File: config.mk
export PLATFORM = sky130hd
export DESIGN_NAME = dmem_port_arbiter
export DESIGN_NICKNAME = d
export VERILOG_FILES = /design/src/rtl/dmem_port_arbiter.sv
export SDC_FILE = /design/constraint.sdc
export NUM_CORES = 1
export LEC_CHECK = 0
export ABC_AREA = 1
export BUFFER_PORTS_ARGS = -buffer_cell sky130_fd_sc_hd__buf_2
export CAP_MARGIN = 25
export CORE_AREA = 2 2 109 111
export CTS_BUF_LIST = sky130_fd_sc_hd__clkbuf_2 sky130_fd_sc_hd__clkbuf_4 sky130_fd_sc_hd__clkbuf_8
export DETAILED_ROUTE_END_ITERATION = 10
export DIE_AREA = 0 0 111 113
export PLACE_DENSITY_LB_ADDON = 0.1
export SETUP_SLACK_MARGIN = 0.4
export SLEW_MARGIN = 15
export SYNTH_ARGS = -nofsm -noshare
export SYNTH_HDL_FRONTEND = slang
export SYNTH_SLANG_ARGS = --single-unit
File: constraint.sdc
create_clock -name clk -period 4.7 [get_ports clk]
set_input_delay 0.705 -clock clk [delete_from_list [all_inputs] [get_ports clk]]
set_output_delay 0.705 -clock clk [all_outputs]
set_load 0.02 [all_outputs]
File: src/rtl/dmem_port_arbiter.sv
// Two-master arbiter for the data memory system-bus port: round-robin with a
// bounded burst lock, and read responses routed back to the issuing master by id.
module dmem_port_arbiter #(
  parameter int MAX_BURST = 4,
  parameter int RD_LAT    = 1
) (
  input  logic             clk,
  input  logic             rst,
  input  logic [1:0]       req,
  input  logic [1:0]       rdwr,
  input  logic [1:0][3:0]  mask,
  input  logic [1:0][31:0] addr,
  input  logic [1:0][31:0] wr_data,
  output logic [1:0]       gnt,
  output logic [1:0]       rd_valid,
  output logic [31:0]      rd_data,
  output logic             m_en,
  output logic             m_rdwr,
  output logic [3:0]       m_mask,
  output logic [31:0]      m_addr,
  output logic [31:0]      m_wr_data,
  input  logic [31:0]      m_rd_data
);

  localparam int            CW      = $clog2(MAX_BURST + 1);
  localparam logic [CW-1:0] CNT_MAX = CW'(MAX_BURST);
  localparam logic [CW-1:0] CNT_ONE = CW'(1);

  logic          cur;
  logic          oth;
  logic [CW-1:0] cnt;
  logic          keep;
  logic          sel;

  logic [RD_LAT-1:0] rsp_valid;
  logic [RD_LAT-1:0] rsp_id;

  // The holder keeps the port only while it is mid-burst (cnt>0) and under the
  // limit, or when the other master is idle. A tie after an idle cycle therefore
  // goes to the other master, which is why cur resets to 1: master 0 wins first.
  always_comb begin
    // NOTE: every output of a combinational block gets a default before any
    // branch; a path that leaves it unassigned would infer a latch.
    gnt  = 2'b00;
    oth  = ~cur;
    keep = req[cur] && (((cnt != '0) && (cnt < CNT_MAX)) || !req[oth]);
    if (keep)          gnt[cur] = 1'b1;
    else if (req[oth]) gnt[oth] = 1'b1;
  end

  assign m_en = |gnt;

  // With no grant the data mux parks on cur so the m_* outputs stay X-free.
  assign sel = m_en ? gnt[1] : cur;

  assign m_rdwr    = rdwr[sel];
  assign m_mask    = mask[sel];
  assign m_addr    = {addr[sel][31:2], 2'b00};
  assign m_wr_data = wr_data[sel];

  // NOTE: sequential state is assigned with non-blocking <= so every register
  // samples the pre-edge values, independent of statement order.
  always_ff @(posedge clk or posedge rst) begin
    if (rst) begin
      cur <= 1'b1;
      cnt <= '0;
    end else if (m_en) begin
      if (sel == cur) begin
        if (cnt != CNT_MAX) cnt <= cnt + CNT_ONE;
      end else begin
        cur <= sel;
        cnt <= CNT_ONE;
      end
    end else begin
      cnt <= '0;
    end
  end

  // NOTE: the response pipeline is reset, not left to power-up values, because
  // a stale valid bit would fire a spurious rd_valid after reset.
  always_ff @(posedge clk or posedge rst) begin
    if (rst) begin
      rsp_valid <= '0;
      rsp_id    <= '0;
    end else begin
      rsp_valid[0] <= m_en & ~m_rdwr;
      rsp_id[0]    <= sel;
      for (int i = 1; i < RD_LAT; i++) begin
        rsp_valid[i] <= rsp_valid[i-1];
        rsp_id[i]    <= rsp_id[i-1];
      end
    end
  end

  assign rd_valid = {rsp_valid[RD_LAT-1] &  rsp_id[RD_LAT-1],
                     rsp_valid[RD_LAT-1] & ~rsp_id[RD_LAT-1]};
  assign rd_data  = m_rd_data;

  a_gnt_onehot : assert property (@(posedge clk) disable iff (rst) $onehot0(gnt));
  a_gnt_req    : assert property (@(posedge clk) disable iff (rst) (gnt & ~req) == 2'b00);

endmodule

==> metrics.yaml, run 1 <==
detailed_routing:
  routed_wire_length_per_instance_um: 11.24
  drtPass1Iterations: 2
  route.vias.total: 2271
  drt_wl_total_um: 6900
  drt.antenna.violating_nets: 0
  vias_per_cell: 3.699
  detail_route.drc_violations: 0
  drt_iter0_drc: 60
die:
  initial_core_util_pct: 13.28
  row_count: 39
  core_mm2: 0.01127
  dieHeight_um: 113
  top_level_ports: 280
  dieWidth_um: 111
  die_area_mm2: 0.01254
cts:
  postCtsSetupBuffers: 0
  post_cts.resized_instances: 0
  clock_buffer_count_from_cts: 3
  root_buffer: "clkbuf_8"
  cts.clk_slew.worst_paths_ps: 40
  worstSkewPairLatency_ps: 220
  clockBufferDepth: 2
  clock-sinks: 6
  clock_tree_from_tritoncts: "built"
  htreeDepth: 1
  ctsHoldBuffers: 0
global_routing:
  grt_use_total_pct: 10.02
  grt_pass1_vias: 2208
  grt_max_degree: 69
  globalRouteOverflowTotal: 0
  grt_antenna_before_repair: 0
  grt_pass1_wl_um: 10590
synthesis:
  synthFlopType: "dfrtp_1"
  synth-seq-area-share_pct: 10.12
  ys_async_rst_share_pct: 100.0
  synth_area_per_cell_um2: 4.955
  synthDistinctLibCells: 21
  yosys.area.top_type: "nand2_1"
  synth_top_cell_area_share_pct: 52.42
  netlist_instances: 302
  post_synth_main_area_contributors: "nand2_1 (52%), buf_4 (18%), dfrtp_1 (8.4%)"
  number_of_flops_mapped_to_enable_cells_by_yosys: 0
  synth_area_mm2: 0.001496
  yosys_warnings: 0
  yosys_register_bits: 6
timing:
  post-route-min-period_ps: 3376
  rsz0062_at_grt: "false"
  timing_worst_slew_pin_value_ps: 671.6
  final.setup_skew_ps: 5.352
  report.final.slew_viol_count: 0
  period_share_pct: 71.82
  hold_viol: 0
  timing.setup.tns_ps: 0
  finalSetupViolations: 0
  hold-worst-slack_ps: 389.3
  max-slew-margin-rel_pct: 55.23
  achievable-frequency_mhz: 296.2
power:
  irDropWorstVdd_mv: 0.1979
  power_per_cell_area_mw_per_mm2: 629.9
  static-leakage-power_nw: 1.709
final_layout:
  layout_common_cells: "nand2_1 (209), buf_2 (209), inv_1 (12)"
  antennaDiodeCount: 0
  nFillCells: 1364
  postLayoutCellArea_mm2: 0.002449
  layout-drive-gt1-share_pct: 47.35
  flow.area_growth_from_synthesis_pct: 63.63
  nNetsFinal: 648
setup_path:
  cp-startpoint: "cnt[0]"
  r2r_cells: 10
  crit_path_max_incr_delay_ps: 470
  r2r_setup_slk_ps: 2520
  crit_fanout: 35
  crit_required_ps: 3990
  critPathSlowestCell: "inv_2"
  critical_path.most_common_cell: "nand2_1"
  end_kind: "output pin"
  cp_cell_sequence: "inv_1 -> ha_1 -> or2_1 -> nand2_1 -> nand2_2 -> nand2_2 -> nand3_4 -> inv_2 -> buf_4 -> nand2_1 -> nand2_1 -> buf_2"
  path_class: "flop to output pin"
  worstReg2RegEnd: "rsp_valid"
  cp-start-kind: "flop"
  timing.critical_path.arrival_ps: 2670
  worst_r2r_startpoint: "cnt[0]"
placed_design:
  io_buffer_count: 209
  place.detailed.hpwl_um: 5723
  gpl.final_weighted_congestion: 0.7217
  place_area_mm2: 0.002400
run:
  max_cap_viol_count: 0
run_status:
  run_status: "complete, no violations"
hold_path:
  min_delay_path_class: "primary input to asynchronous set/reset pin"
-- how the worst max path moves through the flow --
stage / end / slack (ps)
6_report: m_wr_data[9] / 1320
5_1_grt: m_wr_data[9] / 1000
4_1_cts: m_wr_data[14] / 1220
3_5_place_dp: m_wr_data[8] / 1380
3_3_place_gp: m_wr_data[14] / 1370
2_1_floorplan: m_addr[10] / 2270
-- cells by family after synthesis --
| group | after synthesis | share of synthesized area (%) |
|---|---|---|
| xor+xnor | 1 | 0.5854 |
| flops | 6 | 10.12 |
| other cells | 1 | 0.2506 |
| compound gates | 6 | 2.006 |
| fa+ha+maj | 2 | 1.672 |
| buf+inv | 62 | 26.75 |
| simple gates | 224 | 58.61 |
-- registers in the layout, summed over array words and instances (netlist names) --
register and flops:
rsp_id 1, cnt 3, cur 1, rsp_valid 1
-- cells in the mapped netlist, types with 2 or more instances --
cell / n
ha_1: 2
nand3b_1: 2
o21ai_0: 3
nand3_1: 2
nand2_2: 3
buf_6: 4
dfrtp_1: 5
nand2_1: 209
nor2_1: 5
clkbuf_1: 4
buf_4: 35
a21oi_1: 3
inv_2: 2
inv_1: 12
buf_2: 5
-- through the flow --
stage          instances  setup slack, ps  utilization, %  power [W]
2_1_floorplan        303             2266               -   0.001089
3_3_place_gp         610             1373           21.29   0.001499
3_5_place_dp         610             1384           21.29   0.001491
4_1_cts              614             1218           21.72   0.001584
5_1_grt              614            996.3           21.72   0.001717
6_report             614             1324           21.72   0.001542
-- power breakdown --
| group | switching, W | leakage [nW] | internal [W] |
|---|---|---|---|
| sequential | 0.0000175 | 0.0731 | 0.0000771 |
| combinational | 0.000941 | 1.61 | 0.000421 |
| clock | 0.0000209 | 0.0262 | 0.0000640 |
-- layout make-up --
class                   count  area, um2  share of cell area [%]
flip-flops and latches      6      151.4                   6.183
well taps                 143      178.9                   7.307
multi-input cells         235      948.4                   38.73
repair buffers            212       1069                   43.64
inverters                  14      52.55                   2.146
clock buffers               4      48.80                   1.993
-- routing by layer --
metal | track usage [%] | share of wire [%]
met1 | 10.89 | 38
met4 | 2.667 | 2.0
met2 | 19.55 | 52
met5 | 0 | 0
met3 | 2.196 | 7.7
-- worst max-delay path, delay by kind of cell, from the launching register on --
kind | cells | cell delay (ps)
adder cells (fa/ha/maj) | 1 | 230
buffers and inverters | 4 | 1070
flip-flops | 1 | 380
AND/OR/NAND/NOR | 7 | 740
Power figures use the tool's default switching activity.
==> inputs of run 2 (changes only) <==
--- a/config.mk
+++ b/config.mk
@@ -5,7 +5,7 @@
 export SDC_FILE = /design/constraint.sdc
 export NUM_CORES = 1
 export LEC_CHECK = 0
-export ABC_AREA = 1
+export ABC_AREA = 0
 export BUFFER_PORTS_ARGS = -buffer_cell sky130_fd_sc_hd__buf_2
 export CAP_MARGIN = 25
 export CORE_AREA = 2 2 109 111
==> constraint.sdc (replaced) <==
create_clock -name clk -period 2.8 [get_ports clk]
set_input_delay 0.42 -clock clk [delete_from_list [all_inputs] [get_ports clk]]
set_output_delay 0.42 -clock clk [all_outputs]
set_load 0.02 [all_outputs]
==> run 2 against run 1 <==
Against the previous run:
- flip-flop and latch count unchanged
- non-clock buffer count increased by 21
- largest cell class unchanged
- critical path type unchanged
- highest routed layer unchanged
- worst setup slack got worse by 1100 ps
- power increased by 58%
- count of clock-buffer cells in the layout unchanged
- largest power group unchanged
- critical endpoint is now m_wr_data[13]
- sequential share of layout area decreased by 1.5 points
- synthesized area decreased by 2.0%
==> metrics.yaml, run 2 <==
timing:
  achievable-frequency_mhz: 383.3
  period_share_pct: 93.17
  rsz0062_at_grt: "true"  # was false
  post-route-min-period_ps: 2609
  timing.setup.tns_ps: 0  # unchanged
  finalSetupViolations: 0  # unchanged
  hold_viol: 0  # unchanged
  report.final.slew_viol_count: 0  # unchanged
  final.setup_skew_ps: 0.9330  # was 5.352 ps
synthesis:
  synth-compound-area-share_pct: 5.034  # was 2.007%
  yosys_register_bits: 6  # unchanged
  synth-seq-area-share_pct: 10.32  # was 10.12%
  synth_area_per_cell_um2: 9.584  # was 4.955 um2
  post_synth_and_or_nand_nor_area_fraction_pct: 5.631  # was 58.61%
  yosys_warnings: 0  # unchanged
  synth_area_mm2: 0.001466  # was 0.001496 mm2
  synth_most_common_cell: "mux2_2"  # was nand2_1
  number_of_flops_mapped_to_enable_cells_by_yosys: 0  # unchanged
  ys_async_rst_share_pct: 100.0  # unchanged
  synth_top_cell_area_share_pct: 46.08  # was 52.42%
  synthDistinctLibCells: 28  # was 21
  ys_top_cells_by_count: "mux2_2 (60), buf_4 (39), mux2_1 (8)"  # was nand2_1 (209), buf_4 (35), inv_1 (12)
  synth.mux.area_fraction_pct: 52.90  # was 0%
  post_synth_main_area_contributors: "mux2_2 (46%), buf_4 (20%), dfrtp_1 (8.5%)"  # was nand2_1 (52%), buf_4 (18%), dfrtp_1 (8.4%)
  synth_fa_ha_area_share_pct: 1.706  # was 1.672%
  netlist_instances: 153  # was 302
  yosys.area.top_type: "mux2_2"  # was nand2_1
  synth_top_family_by_area: "multiplexers"  # was simple AND/OR/NAND/NOR gates
  synth_xor_area_share_pct: 0.5973  # was 0.5853%
  synthFlopType: "dfrtp_1"  # unchanged
cts:
  worstSkewPairLatency_ps: 220  # about the same
  ctsHoldBuffers: 0  # unchanged
  clock_tree_from_tritoncts: "built"  # unchanged
  clock-sinks: 6  # unchanged
  root_buffer: "clkbuf_8"  # unchanged
  clock_buffer_count_from_cts: 3  # unchanged
  clockBufferDepth: 2  # unchanged
  htreeDepth: 1  # unchanged
  cts.clk_slew.worst_paths_ps: 40  # about the same
global_routing:
  grt_antenna_before_repair: 0  # unchanged
  grt_use_total_pct: 8.787  # was 10.02%
  grt_pass1_wl_um: 8990  # was 10590 um
  grt_max_degree: 15  # was 69
  globalRouteOverflowTotal: 0  # unchanged
  grt_pass1_vias: 1800  # was 2208
setup_path:
  path_class: "flop to output pin"  # unchanged
  critPathSlowestCell: "or3_4"  # was inv_2
  cp_cell_sequence: "inv_1 -> ha_2 -> or3_4 -> a31oi_4 -> buf_6 -> buf_12 -> buf_12 -> mux2_2 -> buf_2"  # was inv_1 -> ha_1 -> or2_1 -> nand2_1 -> nand2_2 -> nand2_2 -> nand3_4 -> inv_2 -> buf_4 -> nand2_1 -> nand2_1 -> buf_2
  r2r_cells: 6  # was 10
  crit_required_ps: 2380  # was 3990 ps
  crit_fanout: 8  # was 35
  end_kind: "output pin"  # unchanged
  critical_path.most_common_cell: "buf_12"  # was nand2_1
  cp-start-kind: "flop"  # unchanged
  crit_path_max_incr_delay_ps: 350  # was 470 ps
  timing.critical_path.arrival_ps: 2190  # was 2670 ps
final_layout:
  mostFrequentLayoutCell: "buf_2"
  flow.area_growth_from_synthesis_pct: 122.7  # was 63.63%
  nNetsFinal: 526  # was 648
  antennaDiodeCount: 0  # unchanged
  largest_register_ffs: 3  # unchanged
  largest-register: "cnt"  # unchanged
  fin_util_pct: 28.97  # was 21.72%
  layout-drive-gt1-share_pct: 88.25  # was 47.35%
  count_of_placed_standard_cells_in_the_final_layout_fillers_left_out: 492  # was 614
  postLayoutCellArea_mm2: 0.003266  # was 0.002449 mm2
  layout_common_cells: "buf_2 (162), buf_6 (39), mux2_4 (36)"  # was nand2_1 (209), buf_2 (209), inv_1 (12)
hold_path:
  min_delay_path_class: "primary input to asynchronous set/reset pin"  # unchanged
die:
  initial_core_util_pct: 13.01  # was 13.28%
  dieHeight_um: 113  # unchanged
  core_mm2: 0.01127  # unchanged
  top_level_ports: 280  # unchanged
  dieWidth_um: 111  # unchanged
  row_count: 39  # unchanged
  die_area_mm2: 0.01254  # unchanged
detailed_routing:
  drt_wl_total_um: 6758  # was 6900 um
  drt.antenna.violating_nets: 0  # unchanged
  drt_iter0_drc: 32  # was 60
  detail_route.drc_violations: 0  # unchanged
  route.vias.total: 1868  # was 2271
  drtPass1Iterations: 4  # was 2
  routed_wire_length_per_instance_um: 13.74  # was 11.24 um
  vias_per_cell: 3.797  # was 3.699
run:
  max_cap_viol_count: 0  # unchanged
power:
  static-leakage-power_nw: 1.751  # was 1.709 nW
  irDropWorstVdd_mv: 0.3561  # was 0.1979 mV
  fin_total_pwr_w: 0.002441  # was 0.001542 W
  power_per_cell_area_mw_per_mm2: 747.4  # was 629.9 mW/mm2
run_status:
  run_status: "complete, no violations"  # unchanged
placed_design:
  place.detailed.hpwl_um: 4777  # was 5723 um
  dp.cells: 467  # was 610
  place_area_mm2: 0.002424  # was 0.002400 mm2
  gpl.final_weighted_congestion: 0.7349  # was 0.7217
  io_buffer_count: 209  # unchanged
==> run 2: changes by cell type after synthesis, sizes merged, moves of 2 or more <==
cell,delta
nand2,-209
mux2,+68
inv,-7
buf,-3
clkbuf,-3
nand3,-2
nand3b,-2
nor2b,+2
==> run 2: path summary, 6_finish.rpt <==
check                              from       endpoint  slack (ps)
worst max-delay path             cnt[0]  m_wr_data[13]         190
worst min-delay path                rst      rsp_valid         100
worst max register to register   cnt[0]      rsp_valid        1050
worst min register to register   cnt[2]         cnt[1]         650
max in group asynchronous           rst            cur        2450
min in group clk                rdwr[0]      rsp_valid         480
==> run 2: timing repair <==
action,in CTS,in global routing
gates resized for setup,27,105
setup buffers,9,2
gates cloned,7,3
endpoints found under the setup margin,67,67
pin swaps,1,0
==> run 2: metrics by stage <==
step / hold slack, ps / worst slack (ps)
final: 101.7 / 191.1
after global placement: 346.9 / 277.2
after global routing: 114.3 / 114.0
after floorplan: 210.2 / 400.0
after CTS: 107.8 / 147.8
after detailed placement: 342.5 / 257.6
==> run 2: critical path, delay by kind of cell, from the launching register on <==
family	cells	cell delay (ps)
buffers and inverters	5	590
flip-flops	1	340
AO/OA/AOI/OAI	1	170
AND/OR/NAND/NOR	1	350
adder cells (fa/ha/maj)	1	170
multiplexers	1	340
==> run 2: cells by family after synthesis <==
group | after synthesis
other cells | 1
mux | 69
buf+inv | 49
flops | 6
compound gates | 9
fa+ha+maj | 2
xor+xnor | 1
simple gates | 16
==> run 2: layout make-up <==
type	count	area [um2]
flip-flops and latches	6	151.4
multi-input cells	99	1115
clock buffers	4	48.80
repair buffers	233	1745
fillers	1190	8006
well taps	143	178.9
inverters	7	26.28
==> run 2: report_power, final <==
part / internal (W) / leakage [nW] / switching (W)
registers: 0.000121 / 0.0729 / 0.0000270
clock network: 0.000107 / 0.0262 / 0.0000358
logic: 0.00124 / 1.65 / 0.000911
==> run 2: per-layer routing <==
layer | share of wire [%] | GRT usage [%]
met4 | 0.56 | 1.583
met3 | 10 | 2.678
met1 | 35 | 8.875
met2 | 54 | 17.79
met5 | 0 | 0
==> inputs of run 3 (changes only) <==
--- a/config.mk
+++ b/config.mk
@@ -9,7 +9,7 @@
 export BUFFER_PORTS_ARGS = -buffer_cell sky130_fd_sc_hd__buf_2
 export CAP_MARGIN = 25
 export CORE_AREA = 2 2 109 111
-export CTS_BUF_LIST = sky130_fd_sc_hd__clkbuf_2 sky130_fd_sc_hd__clkbuf_4 sky130_fd_sc_hd__clkbuf_8
+export CTS_BUF_LIST = sky130_fd_sc_hd__clkbuf_16
 export DETAILED_ROUTE_END_ITERATION = 10
 export DIE_AREA = 0 0 111 113
 export PLACE_DENSITY_LB_ADDON = 0.1
==> run 3 against run 2 <==
Against the previous run:
- clock power increased by 63%
- maximum frequency decreased by 0.54%
- sequential share of layout area decreased by 0.053 points
- power increased by 4.0%
- hold slack about the same
- sequential power about the same
- cell count increased by 0.20%
- clock skew about the same
- combinational power about the same
- cell area increased by 1.1%
==> metrics.yaml, run 3 (synthesized netlist as in run 2, its figures left out) <==
run_status:
  run_status: "complete, no violations"  # unchanged
setup_path:
  crit_required_ps: 2380  # about the same
  cp-start-kind: "flop"  # unchanged
  path_class: "flop to output pin"  # unchanged
  critical_path.n_buffers_inverters: 5  # unchanged
  crit_fanout: 5  # was 8
  worst_path_dominant_cell_family: "buffers and inverters"  # unchanged
  crit_path_max_incr_delay_ps: 350  # about the same
  end_kind: "output pin"  # unchanged
  critical_path.most_common_cell: "buf_6"  # was buf_12
  cp_cell_sequence: "inv_1 -> ha_2 -> or3_4 -> a31oi_4 -> buf_6 -> buf_12 -> buf_16 -> mux2_2 -> buf_6"  # was inv_1 -> ha_2 -> or3_4 -> a31oi_4 -> buf_6 -> buf_12 -> buf_12 -> mux2_2 -> buf_2
  critPathSlowestCell: "dfrtp_1"  # was or3_4
  timing.critical_path.arrival_ps: 2200  # was 2190 ps
timing:
  report.final.slew_viol_count: 0  # unchanged
  post-route-min-period_ps: 2623  # was 2609 ps
  finalSetupViolations: 0  # unchanged
  timing.setup.tns_ps: 0  # unchanged
  achievable-frequency_mhz: 381.2  # was 383.3 MHz
  hold-worst-slack_ps: 101.5  # was 101.7 ps
  period_share_pct: 93.68  # was 93.17%
  rsz0062_at_grt: "true"  # unchanged
  final.setup_skew_ps: 0.4869  # was 0.9330 ps
  hold_viol: 0  # unchanged
final_layout:
  mostFrequentLayoutCell: "buf_2"  # unchanged
  largest_register_ffs: 3  # unchanged
  layout-drive-gt1-share_pct: 88.00  # was 88.25%
  flow.area_growth_from_synthesis_pct: 125.3  # was 122.7%
  largest-register: "cnt"  # unchanged
  nNetsFinal: 527  # was 526
  antennaDiodeCount: 0  # unchanged
  layout_common_cells: "buf_2 (162), buf_6 (39), mux2_4 (36)"  # unchanged
power:
  irDropWorstVdd_mv: 0.3563  # was 0.3561 mV
  power.share.clock_pct: 9.2  # was 5.9%
  combPwrFrac_pct: 85.0  # was 88.1%
  share_seq_of_total_power_pct: 5.9  # was 6.1%
  switching_share_pct: 38.95  # was 39.91%
  power.net_switching_w: 0.0009888  # was 0.0009740 W
  power_per_cell_area_mw_per_mm2: 768.5  # was 747.4 mW/mm2
  static-leakage-power_nw: 1.773  # was 1.751 nW
  power_report.internal_total_w: 0.001550  # was 0.001467 W
cts:
  cts.clk_slew.worst_paths_ps: 30  # was 40 ps
  root_buffer: "clkbuf_16"  # was clkbuf_8
  clock_buffer_count_from_cts: 3  # unchanged
  clock_tree_from_tritoncts: "built"  # unchanged
  clock-sinks: 6  # unchanged
  worstSkewPairLatency_ps: 230  # was 220 ps
  ctsHoldBuffers: 0  # unchanged
  clockBufferDepth: 2  # unchanged
  htreeDepth: 1  # unchanged
detailed_routing:
  highest_signal_layer_in_the_routed_design: "met4"  # unchanged
  routed-wl-met3_um: 699  # was 697 um
  detail_route.drc_violations: 0  # unchanged
  routed-wl-met2_um: 3686  # was 3668 um
  drt_wl_total_um: 6807  # was 6758 um
  drt_iter0_drc: 30  # was 32
  routed_wire_length_per_instance_um: 13.81  # was 13.74 um
  drt.antenna.violating_nets: 0  # unchanged
  drtPass1Iterations: 4  # unchanged
  route.vias.total: 1874  # was 1868
  vias_per_cell: 3.801  # was 3.797
  routedLengthMet1_um: 2390  # was 2355 um
die:
  initial_core_util_pct: 13.01  # unchanged
  dieHeight_um: 113  # unchanged
  top_level_ports: 280  # unchanged
  core_mm2: 0.01127  # unchanged
  die_area_mm2: 0.01254  # unchanged
  dieWidth_um: 111  # unchanged
  row_count: 39  # unchanged
run:
  max_cap_viol_count: 0  # unchanged
global_routing:
  globalRouteOverflowTotal: 0  # unchanged
  grt_pass1_wl_um: 9039  # was 8990 um
  grt_pass1_vias: 1812  # was 1800
  grt_antenna_before_repair: 0  # unchanged
  grt_use_total_pct: 8.821  # was 8.787%
  grt_max_degree: 15  # unchanged
placed_design:
  io_buffer_count: 209  # unchanged
  gpl.final_weighted_congestion: 0.7349  # unchanged
  place.detailed.hpwl_um: 4777  # unchanged
hold_path:
  min_delay_path_class: "primary input to asynchronous set/reset pin"  # unchanged
## run 3: changes by cell type in the layout (fill, tap and decap cells not counted), sizes merged
cell and delta:
inv +1, buf +1, clkbuf -1
## run 3: area by class of cell
class / instances / area [um2]
clock buffer: 3 / 75.07
tap: 143 / 178.9
inverter: 7 / 26.28
fill: 1181 / 7969
multi-input combinational: 99 / 1115
clock inverter: 1 / 3.754
timing repair buffer: 234 / 1753
sequential: 6 / 151.4
## run 3: metal layers
layer	vias up	GRT usage (%)
met5	-	0
met4	0	1.333
met3	8	2.678
met2	136	17.91
met1	837	8.973
li1	893	-
## run 3: timing repair
item                                    CTS  global route
gates cloned                              7             3
resized for setup                        27           105
endpoints found under the setup margin   67            67
setup buffers                            10             2
pin swaps                                 1             0
## run 3: power by group through the flow
| stage | Clock (W) | Combinational, W | Sequential, W |
|---|---|---|---|
| floorplan | 0 | 0.00101 | 0.000145 |
| global placement | 0 | 0.00134 | 0.000155 |
| detailed placement | 0 | 0.00135 | 0.000154 |
| CTS | 0.000237 | 0.00181 | 0.000148 |
| global route | 0.000243 | 0.00228 | 0.000155 |
| finish | 0.000233 | 0.00216 | 0.000149 |
## run 3: metrics by stage
step / cells / utilization (%) / worst slack (ps) / instance area, um2 / total power (W)
2_1_floorplan: 154 / - / 400.0 / 1470 / 0.001158
3_3_place_gp: 467 / 21.50 / 277.2 / 2424 / 0.001499
3_5_place_dp: 467 / 21.50 / 257.6 / 2424 / 0.001501
4_1_cts: 488 / 25.43 / 164.2 / 2867 / 0.002194
5_1_grt: 493 / 29.30 / 105.9 / 3303 / 0.002678
6_report: 493 / 29.30 / 177.0 / 3303 / 0.002539
## run 3: worst paths after layout
check                      startpoint          to  slack (ps)  cells after the start
min                               rst   rsp_valid         100                      2
max in group asynchronous         rst         cur        2440                      2
min reg2reg                    cnt[2]      cnt[1]         660                      2
min in group clk              rdwr[0]   rsp_valid         450                      2
max reg2reg                    cnt[0]      rsp_id        1060                      9
max                            cnt[0]  m_addr[20]         180                      9
